[src/rtl/kgp_pkg.sv]
// rtl/kgp_pkg.sv - KGP code constants and helpers shared by the prefix tree and the sum resolver
//
// Purpose : single definition of the 2-bit kill/propagate/generate encoding so
//           the prefix-tree generator and the back end agree on it.
// Contents: KGP_* code constants, kgp_to_carry(), kgp_local().

package kgp_pkg;

    localparam logic [1:0] KGP_KILL     = 2'b00;
    localparam logic [1:0] KGP_PROP     = 2'b01;
    localparam logic [1:0] KGP_PROP_ALT = 2'b10;
    localparam logic [1:0] KGP_GEN      = 2'b11;

    // Carry out of a bit group whose prefix status is 'code', given the
    // carry entering the least significant bit of the group. Both
    // propagate encodings pass the incoming carry through.
    function automatic logic kgp_to_carry(input logic [1:0] code, input logic cin);
        logic c;
        case (code)
            KGP_KILL: c = 1'b0;
            KGP_GEN:  c = 1'b1;
            default:  c = cin;
        endcase
        return c;
    endfunction

    // Single-bit status as produced by the leaf cells of the prefix tree:
    // {generate, generate-or-propagate}. Never yields the alternate
    // propagate code, so an incoming 10 at bit 0 is reported as inconsistent.
    function automatic logic [1:0] kgp_local(input logic a_bit, input logic b_bit);
        return {a_bit & b_bit, a_bit | b_bit};
    endfunction

endpackage

[src/rtl/kgp_carry_decode.sv]
// rtl/kgp_carry_decode.sv - combinational decode of prefix KGP codes into per-bit carries
//
// Purpose : turn the prefix status of every group i..0 into the carry entering
//           bit i+1; c[0] is the external carry-in.
// Ports   : kgp [2*WIDTH-1:0] prefix codes, kgp[2i+1:2i] = status of bits i..0
//           cin               carry-in
//           c   [WIDTH:0]     carries, c[WIDTH] is the carry-out

module kgp_carry_decode
    import kgp_pkg::*;
#(
    parameter int WIDTH = 8
) (
    input  logic [2*WIDTH-1:0] kgp,
    input  logic               cin,
    output logic [WIDTH:0]     c
);

    assign c[0] = cin;

    // Every prefix group starts at bit 0, so the carry into the group is
    // always cin and each carry is decoded independently of the others.
    for (genvar i = 0; i < WIDTH; i++) begin : g_carry
        assign c[i+1] = kgp_to_carry(kgp[2*i+1:2*i], cin);
    end

endmodule

[src/rtl/kgp_sum_resolver.sv]
// rtl/kgp_sum_resolver.sv - two-stage back end of the pipelined KGP carry-lookahead adder
//
// Purpose : decode prefix KGP codes into carries, then produce sum, carry-out,
//           signed overflow and a bit-0 consistency flag through a two-entry
//           valid/ready pipeline.
// Ports   : clk, rst_n          clock, synchronous active-low reset
//           in_valid/in_ready  input handshake
//           a, b, cin, kgp     operands, carry-in, prefix codes (2 bits per bit)
//           out_valid/out_ready output handshake
//           sum, cout, ovf     a+b+cin mod 2^WIDTH, carry out, signed overflow
//           kgp_err            kgp[1:0] disagrees with the local code of a[0],b[0]

module kgp_sum_resolver
    import kgp_pkg::*;
#(
    parameter int WIDTH = 8
) (
    input  logic               clk,
    input  logic               rst_n,
    input  logic               in_valid,
    output logic               in_ready,
    input  logic [WIDTH-1:0]   a,
    input  logic [WIDTH-1:0]   b,
    input  logic               cin,
    input  logic [2*WIDTH-1:0] kgp,
    output logic               out_valid,
    input  logic               out_ready,
    output logic [WIDTH-1:0]   sum,
    output logic               cout,
    output logic               ovf,
    output logic               kgp_err
);

    logic [WIDTH:0]   c_dec;

    logic             v1;
    logic [WIDTH-1:0] p1;
    logic [WIDTH:0]   c1;
    logic             err1;

    logic             v2;

    logic             s1_load;
    logic             s2_load;
    logic             s2_clear;

    kgp_carry_decode #(
        .WIDTH (WIDTH)
    ) u_carry_decode (
        .kgp (kgp),
        .cin (cin),
        .c   (c_dec)
    );

    // S1 can take a word whenever it is empty or its word moves on to S2
    // this same cycle, so a full pipeline keeps streaming at one word/cycle.
    assign in_ready = !v1 || !v2 || out_ready;
    assign s1_load  = in_valid && in_ready;
    assign s2_load  = v1 && (!v2 || out_ready);
    assign s2_clear = v2 && out_ready && !v1;

    assign out_valid = v2;

    // Stage 1 valid
    always_ff @(posedge clk) begin
        if (!rst_n) begin
            v1 <= 1'b0;
        end else if (s1_load) begin
            v1 <= 1'b1;
        end else if (s2_load) begin
            v1 <= 1'b0;
        end
    end

    // Stage 1 payload: only meaningful while v1 is set, so no reset needed
    always_ff @(posedge clk) begin
        if (s1_load) begin
            p1   <= a ^ b;
            c1   <= c_dec;
            err1 <= (kgp[1:0] != kgp_local(a[0], b[0]));
        end
    end

    // Stage 2: output registers, cleared on reset and held while stalled
    always_ff @(posedge clk) begin
        if (!rst_n) begin
            v2      <= 1'b0;
            sum     <= '0;
            cout    <= 1'b0;
            ovf     <= 1'b0;
            kgp_err <= 1'b0;
        end else if (s2_load) begin
            v2      <= 1'b1;
            sum     <= p1 ^ c1[WIDTH-1:0];
            cout    <= c1[WIDTH];
            // Signed overflow: carry into the sign bit differs from carry out
            ovf     <= c1[WIDTH] ^ c1[WIDTH-1];
            kgp_err <= err1;
        end else if (s2_clear) begin
            v2      <= 1'b0;
        end
    end

endmodule
[config.mk]
export PLATFORM = sky130hd
export DESIGN_NAME = kgp_sum_resolver
export DESIGN_NICKNAME = d
export VERILOG_FILES = /design/src/rtl/kgp_pkg.sv /design/src/rtl/kgp_carry_decode.sv /design/src/rtl/kgp_sum_resolver.sv
export SDC_FILE = /design/constraint.sdc
export NUM_CORES = 1
export LEC_CHECK = 0
export CAP_MARGIN = 40
export CORE_UTILIZATION = 39
export CTS_CLUSTER_DIAMETER = 60
export DETAILED_ROUTE_END_ITERATION = 6
export HOLD_SLACK_MARGIN = 0.05
export PLACE_DENSITY_LB_ADDON = 0.3
export RECOVER_POWER = 25
export SLEW_MARGIN = 15
export SYNTH_ARGS = -nofsm -noshare
export SYNTH_HDL_FRONTEND = slang
export SYNTH_HIERARCHICAL = 1
export SYNTH_SLANG_ARGS = --single-unit
[constraint.sdc]
create_clock -name clk -period 1.9 [get_ports clk]
set_input_delay 0.38 -clock clk [delete_from_list [all_inputs] [get_ports clk]]
set_output_delay 0.38 -clock clk [all_outputs]
set_load 0.01 [all_outputs]
---- Word level (Yosys, flattened, before mapping) ----
Index checks and enable logic that the tools add are counted.
word-level totals
  register bits ........................... 31
  latch bits .............................. 0
  bits in writable memories ............... 0
  bits in read-only memories .............. 0
  input port bits ......................... 37
  output and inout port bits .............. 13
  word-level logic and storage cells ...... 54
  memories ................................ 0
operators by class
  add/sub/neg operators ................... 0
  $mul .................................... 0
  div/mod/pow operators ................... 0
  $lt $le $gt $ge ......................... 0
  equal/unequal tests ..................... 9
  shift-type cells ........................ 0
  mux-type cells .......................... 12
  bitwise gates (word level) .............. 5
  reduce and logical (&&, ||, !) cells .... 19
operators by type and width
  operator              count
  $eq A2 B2 Y1 const B  8
  $logic_not A2 Y1      8
  $pmux W1 S2           8
  $xor A8 B8 Y8         2
  $logic_and A1 B1 Y1   4
  $mux W1               4
  $reduce_bool A2 Y1    2
  $logic_or A1 B1 Y1    3
  $logic_not A1 Y1      2
  $ne A2 B2 Y1          1
  $and A1 B1 Y1         1
  $or A1 B1 Y1          1
  $xor A1 B1 Y1         1

---- Depth between registers and ports, before layout ----
  depth in word-level cells ............... 5
  depth in mapped cells ................... 5
  depth with buffers taken out ............ 4

---- Modules after synthesis ----
Netlist, hierarchy kept.
modules (own cells, without submodules)
  module            instances  cells each  area an instance (µm²)  sequential area each (µm²)
  kgp_sum_resolver  1          90          1,253.7                 800.8
  kgp_carry_decode  1          17          197.7                   0.0

---- Worst setup path after synthesis ----
No wires, ideal clock.
  path kind ............................... input -> register
  from .................................... in out_ready
  to ...................................... reg c1[0], enable pin
  library setup time ...................... 0.376 ns
  arrival ................................. 1.192 ns
  data required time ...................... 1.524 ns
  slack ................................... 0.332 ns
  stages on the path ...................... 3
  buffers on the path ..................... 0
  path through ............................ and2b_1 nand2_1 and2_1
between the ends
  cells in the longest elaborated chain, start to end .. 2
ends and longest elaborated chain
  element               line                    text
  from (decl)           kgp_sum_resolver.sv:27  input logic out_ready,
  $logic_or A1 B1 Y1    kgp_sum_resolver.sv:57  assign in_ready = !v1 || !v2 || out_ready;
  named net in_ready    kgp_sum_resolver.sv:21  output logic in_ready,
  $logic_and A1 B1 Y1   kgp_sum_resolver.sv:58  assign s1_load = in_valid && in_ready;
  named net s1_load     kgp_sum_resolver.sv:43  logic s1_load;
  to (signal assigned)  kgp_sum_resolver.sv:79  c1 <= c_dec;
  to (decl)             kgp_sum_resolver.sv:38  logic [WIDTH:0] c1;
The timed path passes the listed nets, and every way through them passes these cells.
A chain may end at the register's enable or synchronous reset.

---- Worst setup path after layout ----
  from .................................... in out_ready
  to ...................................... out in_ready
between the ends
  cells in the longest elaborated chain, start to end .. 1
ends and longest elaborated chain
  element             line
  $logic_or A1 B1 Y1  kgp_sum_resolver.sv:57
  to (decl)           kgp_sum_resolver.sv:21
No other way between the ends.

==> impl_metrics.tcl <==
set metrics [dict create \
    synth_most_common_cell "edfxtp_1" \
    synth_area_per_cell_um2 13.56 \
    placed_cells 200 \
    die_width_um 63.01 \
    fin_cells 207 \
    synth-edff-count 18 \
    die_h_um 63.01 \
    seq_power_share_pct 51.4 \
    ys_ff_latch 31 \
    ys_top_cells_by_count "18 x edfxtp_1, 13 x dfxtp_1, 10 x ha_1, 10 x xnor2_1" \
    gr-total-overflow 0 \
    grt_pass1_wl_um 4195 \
    postSynth.asyncResetShare_pct 0 \
    ir_worst_vdd_uv 423.0 \
    stdcell_area_um2 2081 \
    syn-cell-area_um2 1451 \
    max_cap_viol_count 0 \
    p_leak_nw 0.8836 \
    die-area_um2 3970 \
    ys.flop_type "edfxtp_1" \
    cts-resized-gates 1 \
    startpoint "out_ready" \
    hold_viol_final 0 \
    dp_hpwl_um 1862 \
    rsz0062_at_grt "no" \
    cts_buffer_depth 2 \
    crit_required_ns 1.52 \
    htreeDepth 2 \
    wl_met2_um 1356 \
    max_slew_margin_pct 51.39 \
    start_util_pct 42.17 \
    clkLatencyLatePin_ns 0.27 \
    wl_met1_um 924 \
    worst_path_max_delay_cell "clkdlybuf4s50_1" \
    grt_max_degree 19 \
    drt_iter0_markers 10 \
    num_antenna_cells 0 \
    routedWlPerCell_um 11.87 \
    wl_met3_um 137 \
    hold_buffers 0 \
    io_pins 50 \
    post-cts-setup-buffer-count 0 \
    swShare_pct 20.91 \
    rr_startpoint "v1" \
    synthDistinctLibCells 21 \
    worstHoldPathType "flip-flop to flip-flop" \
    areaGrowthSynthToFinish_pct 43.36 \
    finalSetupViolCount 0 \
    synth_area_leaders "edfxtp_1 37%, dfxtp_1 18%, ha_1 8.6%" \
    cts_made_buffers 5 \
    clkSinkCount 31 \
    antenna_found_initial 0 \
    cts_tree "built" \
    globalplace.congestion 0.6840 \
    final_util_pct 60.45 \
    routed_via_density 4.686 \
    p_int_mw 1.229 \
    finalCritPeriodShare_pct 92.73 \
    yosysTopAreaCell "edfxtp_1" \
    max_freq_mhz 567.6 \
    status "completed" \
    antenna_left 0 \
    cts_root_buffer "clkbuf_8" \
    finish.net_count 208 \
    path_cells "clkdlybuf4s50_1 > and2b_1 > nand2_1 > dlygate4sd2_1" \
    synth_top_area_share_pct 37.24 \
    synth_warnings 6 \
    drt_pre_antenna_iters 4 \
    clk_pin_slew_ns 0.06 \
    yosysSeqAreaShare_pct 55.17 \
    portBuffers 49 \
    rows 21 \
    grt_pass1_vias 984 \
    period_needed_ns 1.762 \
    endpoint_kind "output port" \
    layout-drive-gt1-share_pct 11.80 \
    crit_type "primary input to output port" \
    drv_slew 0 \
    syn_nets 154 \
    p_clk_share_pct 31.5 \
    finClkSkew_ns 0.004059 \
    placed_area_um2 1997 \
    p_switching_uw 324.9 \
    coreArea_um2 3442 \
    total_power_mw 1.554 \
    worst_ep_arrival_time_ns 1.38 \
    grt_usage_pct 14.05 \
    powerDensity_nw_per_um2 746.7 \
    routed_wl_um 2457 \
    cp_max_fo 2 \
    cp_slowest_stage_delay_ns 0.48 \
    top_layer "met4" \
    synth_cells 107 \
    drc_errors 0 \
    tightest_slew_ns 0.7287 \
    hold_start "kgp_err" \
    comb_power_share_pct 17.2 \
    critPathLaunchType "primary input" \
    vias 970 \
]
routing by layer:
metal / up-vias / GRT usage, %
met2: 29 / 26.75
met5: - / 0
met3: 5 / 4.927
met1: 448 / 13.26
met4: 0 / 6.105
li1: 488 / -
sequential cells by signal, summed over array words and instances (netlist names):
signal,count
cout,1
kgp_err,1
p1,8
out_valid,1
sum,8
ovf,1
v1,1
err1,1
c1,9
layout by cell type (no fill, tap or decap):
master           count
o21a_1               1
dfxtp_1             13
buf_12               1
o211a_1              9
and2b_1              1
nor2b_1              1
inv_1                2
xor2_1               8
mux2_2               8
and2_1               1
dlygate4sd3_1       10
mux2i_1              2
nand2_1              6
a21oi_1              1
buf_4                2
clkinv_2             1
nand3_1              9
edfxtp_1            18
xnor2_1             10
ha_1                10
clkdlybuf4s50_1     38
clkbuf_8             6
nand2b_4             1
and2_0               1
dlygate4sd2_1        1
worst max-delay path: cells and delay by family:
kind,cells,cell delay (ns)
buffers and inverters,2,0.74
and+or+nand+nor,2,0.26
power by group through the flow:
stage                     logic [mW]  clock network, mW  registers (mW)
final                          0.267              0.489           0.798
after global routing           0.292              0.536           0.803
after CTS                      0.277              0.508           0.799
after detailed placement       0.276                  0           0.813
after global placement         0.268                  0           0.810
after floorplan                0.123                  0           0.818
cell type report:
class                   instances  area (um^2)
flip-flops and latches         31        800.8
fillers                       294         1361
inverters                       2        7.507
well taps                      46        57.56
clock buffers                   6        82.58
clock inverters                 1        5.005
multi-input cells              69        603.1
repair buffers                 52        524.3
stage by stage:
stage          setup TNS (ns)  hold slack (ns)  worst slack, ns
3_3_place_gp          -0.1121           0.4426          -0.1121
5_1_grt                     0           0.4957          0.07027
6_report                    0           0.4612           0.1381
3_5_place_dp          -0.1375           0.4600          -0.1375
2_1_floorplan               0           0.4790           0.3320
4_1_cts                     0           0.4710           0.1299
worst paths after layout:
path         endpoint  slack, ns  cells after the start
max          in_ready       0.14                      4
min           kgp_err       0.46                      2
max reg2reg      cout       0.45                      3
min reg2reg   kgp_err       0.46                      2
kinds of logic after synthesis:
kind of cell               count (synthesis)  share of synthesized area, %
DFF                                       31                         55.17
and+or+nand+nor                           20                         7.587
xor gates and xnor gates                  18                         10.86
AOI/OAI and AO/OA                         11                         7.069
muxes                                     10                         7.587
adders and majority gates                 10                         8.621
buffers and inverters                      7                         3.104
No activity file was read; power rests on OpenSTA's default activity.
